File: src/rtl/factor_sequencer_if.sv
// Request/acknowledge bus between the factor sequencer and the external divider unit.
interface factor_sequencer_if;
    logic       div_req;
    logic [7:0] div_dividend;
    logic [7:0] div_divisor;
    logic       div_ack;
    logic [7:0] div_quotient;
    logic [7:0] div_remainder;

    modport master (
        output div_req,
        output div_dividend,
        output div_divisor,
        input  div_ack,
        input  div_quotient,
        input  div_remainder
    );

    modport slave (
        input  div_req,
        input  div_dividend,
        input  div_divisor,
        output div_ack,
        output div_quotient,
        output div_remainder
    );
endinterface

File: src/rtl/factor_sequencer.sv
// Trial-division factorizer controller: latches an 8-bit operand, steps a trial
// divisor through an external divider, and emits each prime factor in ascending
// order, holding each one for HOLD_CYCLES so the display path can show it.
//
// state   | meaning
// --------+-----------------------------------------------------------
// S_IDLE  | waiting for start after reset
// S_CHECK | decide: finished (n==1), n itself prime (d*d>n), or divide
// S_REQ   | divide request outstanding, waiting for div_ack
// S_EMIT  | one-cycle factor strobe
// S_HOLD  | display hold, HOLD_CYCLES cycles
// S_DONE  | result flags valid, waiting for a new start
module factor_sequencer #(
    parameter int unsigned HOLD_CYCLES = 10_000_000
) (
    input  logic                clk,
    input  logic                reset,
    input  logic                start,
    input  logic [7:0]          number,
    factor_sequencer_if.master  div,
    output logic [7:0]          factor,
    output logic                factor_strobe,
    output logic [2:0]          factor_count,
    output logic                busy,
    output logic                done,
    output logic                is_prime,
    output logic                invalid
);

    typedef enum logic [2:0] {
        S_IDLE,
        S_CHECK,
        S_REQ,
        S_EMIT,
        S_HOLD,
        S_DONE
    } state_t;

    // The hold counter runs HOLD_LOAD..0, giving exactly HOLD_CYCLES cycles in S_HOLD.
    localparam logic [23:0] HOLD_LOAD = 24'(HOLD_CYCLES - 1);

    state_t      state, state_nx;
    logic [7:0]  n_q, n_nx;
    logic [7:0]  d_q, d_nx;
    logic [7:0]  factor_q, factor_nx;
    logic [2:0]  count_q, count_nx;
    logic        busy_q, busy_nx;
    logic        done_q, done_nx;
    logic        prime_q, prime_nx;
    logic        invalid_q, invalid_nx;
    logic [23:0] hold_q, hold_nx;
    logic [15:0] d_sq;

    // State and datapath registers; reset aborts any run immediately.
    always_ff @(posedge clk) begin
        if (reset) begin
            state     <= S_IDLE;
            n_q       <= 8'd0;
            d_q       <= 8'd0;
            factor_q  <= 8'd0;
            count_q   <= 3'd0;
            busy_q    <= 1'b0;
            done_q    <= 1'b0;
            prime_q   <= 1'b0;
            invalid_q <= 1'b0;
            hold_q    <= 24'd0;
        end else begin
            state     <= state_nx;
            n_q       <= n_nx;
            d_q       <= d_nx;
            factor_q  <= factor_nx;
            count_q   <= count_nx;
            busy_q    <= busy_nx;
            done_q    <= done_nx;
            prime_q   <= prime_nx;
            invalid_q <= invalid_nx;
            hold_q    <= hold_nx;
        end
    end

    // Next-state and datapath update; factor and count change on entry to S_EMIT
    // so both are already valid during the strobe cycle.
    always_comb begin
        state_nx   = state;
        n_nx       = n_q;
        d_nx       = d_q;
        factor_nx  = factor_q;
        count_nx   = count_q;
        busy_nx    = busy_q;
        done_nx    = done_q;
        prime_nx   = prime_q;
        invalid_nx = invalid_q;
        hold_nx    = hold_q;
        d_sq       = 16'(d_q) * 16'(d_q);

        case (state)
            S_IDLE, S_DONE: begin
                if (start) begin
                    n_nx     = number;
                    d_nx     = 8'd2;
                    count_nx = 3'd0;
                    prime_nx = 1'b0;
                    if (number < 8'd2) begin
                        state_nx   = S_DONE;
                        done_nx    = 1'b1;
                        invalid_nx = 1'b1;
                        busy_nx    = 1'b0;
                    end else begin
                        state_nx   = S_CHECK;
                        done_nx    = 1'b0;
                        invalid_nx = 1'b0;
                        busy_nx    = 1'b1;
                    end
                end
            end
            S_CHECK: begin
                if (n_q == 8'd1) begin
                    state_nx = S_DONE;
                    done_nx  = 1'b1;
                    busy_nx  = 1'b0;
                    prime_nx = (count_q == 3'd1);
                end else if (d_sq > {8'd0, n_q}) begin
                    // No divisor up to sqrt(n) remains, so the residual is prime.
                    factor_nx = n_q;
                    n_nx      = 8'd1;
                    count_nx  = count_q + 3'd1;
                    state_nx  = S_EMIT;
                end else begin
                    state_nx = S_REQ;
                end
            end
            S_REQ: begin
                if (div.div_ack) begin
                    if (div.div_remainder == 8'd0) begin
                        factor_nx = d_q;
                        n_nx      = div.div_quotient;
                        count_nx  = count_q + 3'd1;
                        state_nx  = S_EMIT;
                    end else begin
                        d_nx     = d_q + 8'd1;
                        state_nx = S_CHECK;
                    end
                end
            end
            S_EMIT: begin
                hold_nx  = HOLD_LOAD;
                state_nx = S_HOLD;
            end
            S_HOLD: begin
                if (hold_q == 24'd0) begin
                    state_nx = S_CHECK;
                end else begin
                    hold_nx = hold_q - 24'd1;
                end
            end
            default: begin
                state_nx = S_IDLE;
            end
        endcase
    end

    assign div.div_req      = (state == S_REQ);
    assign div.div_dividend = n_q;
    assign div.div_divisor  = d_q;
    assign factor_strobe    = (state == S_EMIT);
    assign factor           = factor_q;
    assign factor_count     = count_q;
    assign busy             = busy_q;
    assign done             = done_q;
    assign is_prime         = prime_q;
    assign invalid          = invalid_q;

endmodule

File: src/flat_wrapper.sv
// flat-port wrapper written by rule: the top's interface ports become plain ports
module factor_sequencer_flat 
#(
    parameter int unsigned HOLD_CYCLES = 10_000_000
)
  (clk, reset, start, number, factor, factor_strobe, factor_count, busy, done, is_prime, invalid, div_div_req, div_div_dividend, div_div_divisor, div_div_ack, div_div_quotient, div_div_remainder);
  factor_sequencer_if div_i ();
  input  logic clk;
  input  logic reset;
  input  logic start;
  input  logic [7:0] number;
  output logic [7:0] factor;
  output logic factor_strobe;
  output logic [2:0] factor_count;
  output logic busy;
  output logic done;
  output logic is_prime;
  output logic invalid;
  output wire logic [$bits(div_i.div_req)-1:0] div_div_req;
  output wire logic [$bits(div_i.div_dividend)-1:0] div_div_dividend;
  output wire logic [$bits(div_i.div_divisor)-1:0] div_div_divisor;
  input wire logic [$bits(div_i.div_ack)-1:0] div_div_ack;
  input wire logic [$bits(div_i.div_quotient)-1:0] div_div_quotient;
  input wire logic [$bits(div_i.div_remainder)-1:0] div_div_remainder;
  assign div_div_req = div_i.div_req;
  assign div_div_dividend = div_i.div_dividend;
  assign div_div_divisor = div_i.div_divisor;
  assign div_i.div_ack = div_div_ack;
  assign div_i.div_quotient = div_div_quotient;
  assign div_i.div_remainder = div_div_remainder;
  factor_sequencer #(.HOLD_CYCLES(HOLD_CYCLES)) u_core (.clk(clk), .reset(reset), .start(start), .number(number), .div(div_i), .factor(factor), .factor_strobe(factor_strobe), .factor_count(factor_count), .busy(busy), .done(done), .is_prime(is_prime), .invalid(invalid));
endmodule
File: config.mk
export PLATFORM = sky130hd
export DESIGN_NAME = factor_sequencer_flat
export DESIGN_NICKNAME = d
export VERILOG_FILES = /design/src/rtl/factor_sequencer_if.sv /design/src/rtl/factor_sequencer.sv /design/src/flat_wrapper.sv
export SDC_FILE = /design/constraint.sdc
export NUM_CORES = 1
export LEC_CHECK = 0
export BUFFER_PORTS_ARGS = -buffer_cell sky130_fd_sc_hd__buf_2
export CAP_MARGIN = 20
export CORE_MARGIN = 2
export CORE_UTILIZATION = 30
export DETAILED_ROUTE_END_ITERATION = 6
export SETUP_SLACK_MARGIN = 0.05
export SKIP_CTS_REPAIR_TIMING = 1
export SLEW_MARGIN = 20
export SYNTH_ARGS = -nofsm -noshare
export SYNTH_HDL_FRONTEND = slang
export SYNTH_SLANG_ARGS = --single-unit
File: constraint.sdc
create_clock -name clk -period 6.6 [get_ports clk]
set_input_delay 0 -clock clk [delete_from_list [all_inputs] [get_ports clk]]
set_output_delay 0 -clock clk [all_outputs]
set_load 0.02 [all_outputs]
==> reports/metrics.yaml <==
global_route:
  grt_max_degree: 43
  grt_first_pass_wirelength_um: 20500
  grt_pass1_vias: 4138
  globalRouteOverflowTotal: 0
  antenna_found_initial: 0
  grt_usage: 0.153
route:
  ant_nets: 0
  wl_per_cell_um: 14.8
  drtIter0Drc: 183
  finalWirelength_um: 12600
  drt_pass1_iterations: 5
  routed-via-count: 4286
  viasPerCell: 5.04
  drc_errors: 0
worst_setup_path:
  worstSetupStartpoint: "u_core.div.div_divisor[1]$_SDFFE_PP0P_"
  cpPeakStageDelay_ns: 0.70
  path_buf_inv: 3
  worstPathMaxFanout: 16
  r2r-start: "u_core.div.div_divisor[1]$_SDFFE_PP0P_"
  crit_arrival_ns: 6.26
  crit_path_end_kind: "flop"
  slowest_stage: "or4_1"
  timing_worst_setup_path_type: "reg -> reg"
  crit_family: "adder cells"
  cp_cell_sequence: "nand2_1 -> fa_1 -> inv_1 -> fa_1 -> ha_1 -> inv_1 -> fa_1 -> inv_1 -> ha_1 -> a21o_1 -> a21oi_1 -> xnor2_1 -> ha_1 -> a21oi_1 -> o21ai_0 -> o22a_1 -> nor3_1 -> nand4_1 -> or4_1 -> and2_1 -> mux2_4"
  crit_path_start_kind: "flop"
  cp.required_ns: 6.81
clocking:
  clockRootBuffer: "clkbuf_16"
  insertion_delay_ns: 0.33
  clk_path_buf_depth: 2
  numCtsBuffers: 9
  path_clk_slew_ns: 0.05
  cts-htree-levels: 3
  cts_sinks: 58
  cts_tree: "yes"
floorplan:
  die_h_um: 130
  ios: 61
  dieArea_um2: 16900
  initial_utilization: 0.303
  row_count: 46
  die_w_um: 130
  core-area_um2: 15700
timing:
  rsz0062_at_grt: "false"
  fin_setup_tns_ns: 0
  fin_crit_ns: 6.06
  whs_ns: 0.0921
  setup_viol_count_final: 0
  slew_violations: 0
  hold_viol: 0
  worst_pin_slew_ns: 0.873
  fin_skew_ns: 0.00915
  period_share: 0.918
  maxSlewHeadroom: 0.412
  clock.fmax_ghz: 0.165
finish:
  stdcell_area_um2: 5540
  antenna_cells: 0
  drive_above_1_share: 0.136
  num-nets-final: 725
  syn_to_final_growth_pct: 16.2
synth:
  synth_edf_count: 0
  ys_seq_area_frac: 0.244
  synth_cell_types: 61
  synth_nets: 672
  ys_ff_latch: 58
  synth_ff_type: "dfxtp_1"
  syn_area_per_cell_um2: 8.26
  synthArstFlopShare: 0
  mappedNetlistArea_um2: 4760
  synth_warnings: 0
  synthCells: 577
power:
  ir_drop_mv: 0.259
  p_per_area_nw_per_um2: 325
  p_leak_uw: 0.00251
hold_path:
  hp-start: "number[6]"
  holdCritPathClass: "in -> reg"
placement:
  io_buffers: 60
  gp_congestion: 0.897
  dp_hpwl_um: 9890
  post_dp_cell_area_um2: 5270
job:
  cap_violations: 0
run_status:
  outcome: "complete, no violations"
## power breakdown
part	internal (uW)	switching [uW]	total [uW]
Clock	250	160	410
Combinational	326	473	799
Sequential	446	143	589
Total	1020	777	1800
## final timing paths
path,endpoint,slack [ns],depth (start not counted)
worst max register to register,u_core.factor_count[0]$_SDFFE_PP0P_,0.54,21
worst max-delay path,u_core.factor_count[0]$_SDFFE_PP0P_,0.54,21
worst min register to register,u_core.factor[2]$_SDFFE_PP0P_,0.46,2
worst min-delay path,u_core.div.div_dividend[6]$_SDFFE_PP0P_,0.09,3
## cells in the mapped netlist (all sizes together), types with 7 or more instances
library cell	number	area, um^2
a211oi	9	67.6
a21oi	48	240
a221oi	10	93.8
a22o	7	61.3
a22oi	10	75.1
and2	20	125
clkbuf	17	63.8
dfxtp	58	1160
fa	25	500
ha	42	526
inv	71	267
nand2	36	135
nand3	7	35.0
nand4	7	43.8
nor2	48	180
nor2b	7	43.8
nor3	12	60.1
nor4	10	62.6
o21ai	15	75.1
o22ai	7	43.8
or3	7	43.8
xnor2	16	140
xor2	17	149
## logic make-up (layout without fill, tap and decap cells)
group           after synthesis  in the layout  synth area share
xor+xnor                     33             33            0.0607
buf+inv                      93            150            0.0754
flops                        58             58             0.244
compound gates              138            138             0.194
fa+ha+maj                    68             68             0.217
simple gates                180            180             0.193
mux                           7              7            0.0158
## through the flow
step / utilization / power, uW / setup WS [ns] / std cells
floorplan: - / 1160 / 0.977 / 577
global placement: 0.336 / 1400 / 0.564 / 835
detailed placement: 0.336 / 1400 / 0.438 / 835
CTS: 0.352 / 1810 / 0.413 / 850
global route: 0.352 / 1940 / 0.143 / 850
finish: 0.352 / 1800 / 0.543 / 850
## per-layer routing
metal  GRT usage  wire length [um]  vias up  share of wire
met5           0                 0        -              0
met4      0.0639               354        0          0.028
met3      0.0295               583       32          0.046
met2       0.268              6220      103           0.49
met1       0.185              5440     2021           0.43
li1            -                 -     2130              -
## cell type report
cell class                      count  area [um^2]
Clock inverter                      5         32.5
Tap cell                          216          270
Clock buffer                       10          229
Timing Repair Buffer               63          323
Inverter                           72          270
Sequential cell                    58         1160
Multi-Input combinational cell    426         3250
Fill cell                        1671        10200
## placed cells by master, fill, tap and decap left out, drive strengths merged, types with 7 or more instances in the layout
master  synthesis  layout
inv            71      71
buf             4      63
dfxtp          58      58
nor2           48      48
a21oi          48      48
ha             42      42
nand2          36      36
fa             25      25
and2           20      20
xor2           17      17
xnor2          16      16
o21ai          15      15
nor3           12      12
nor4           10      10
a22oi          10      10
a221oi         10      10
clkbuf         17      10
a211oi          9       9
nor2b           7       7
nand4           7       7
nand3           7       7
or3             7       7
o22ai           7       7
a22o            7       7
## worst min-delay path: stages
cell,delay [ns]
buf_2,0.12
a22oi_1,0.16
a211oi_1,0.09
## state kept, by name (all words and copies together), names as in the netlist, 3 cells and up
name	flops
u_core.hold_q	24
u_core.div.div_dividend	8
u_core.div.div_divisor	8
u_core.factor	8
u_core.factor_count	3
u_core.state	3
Power figures use the tool's default switching activity.
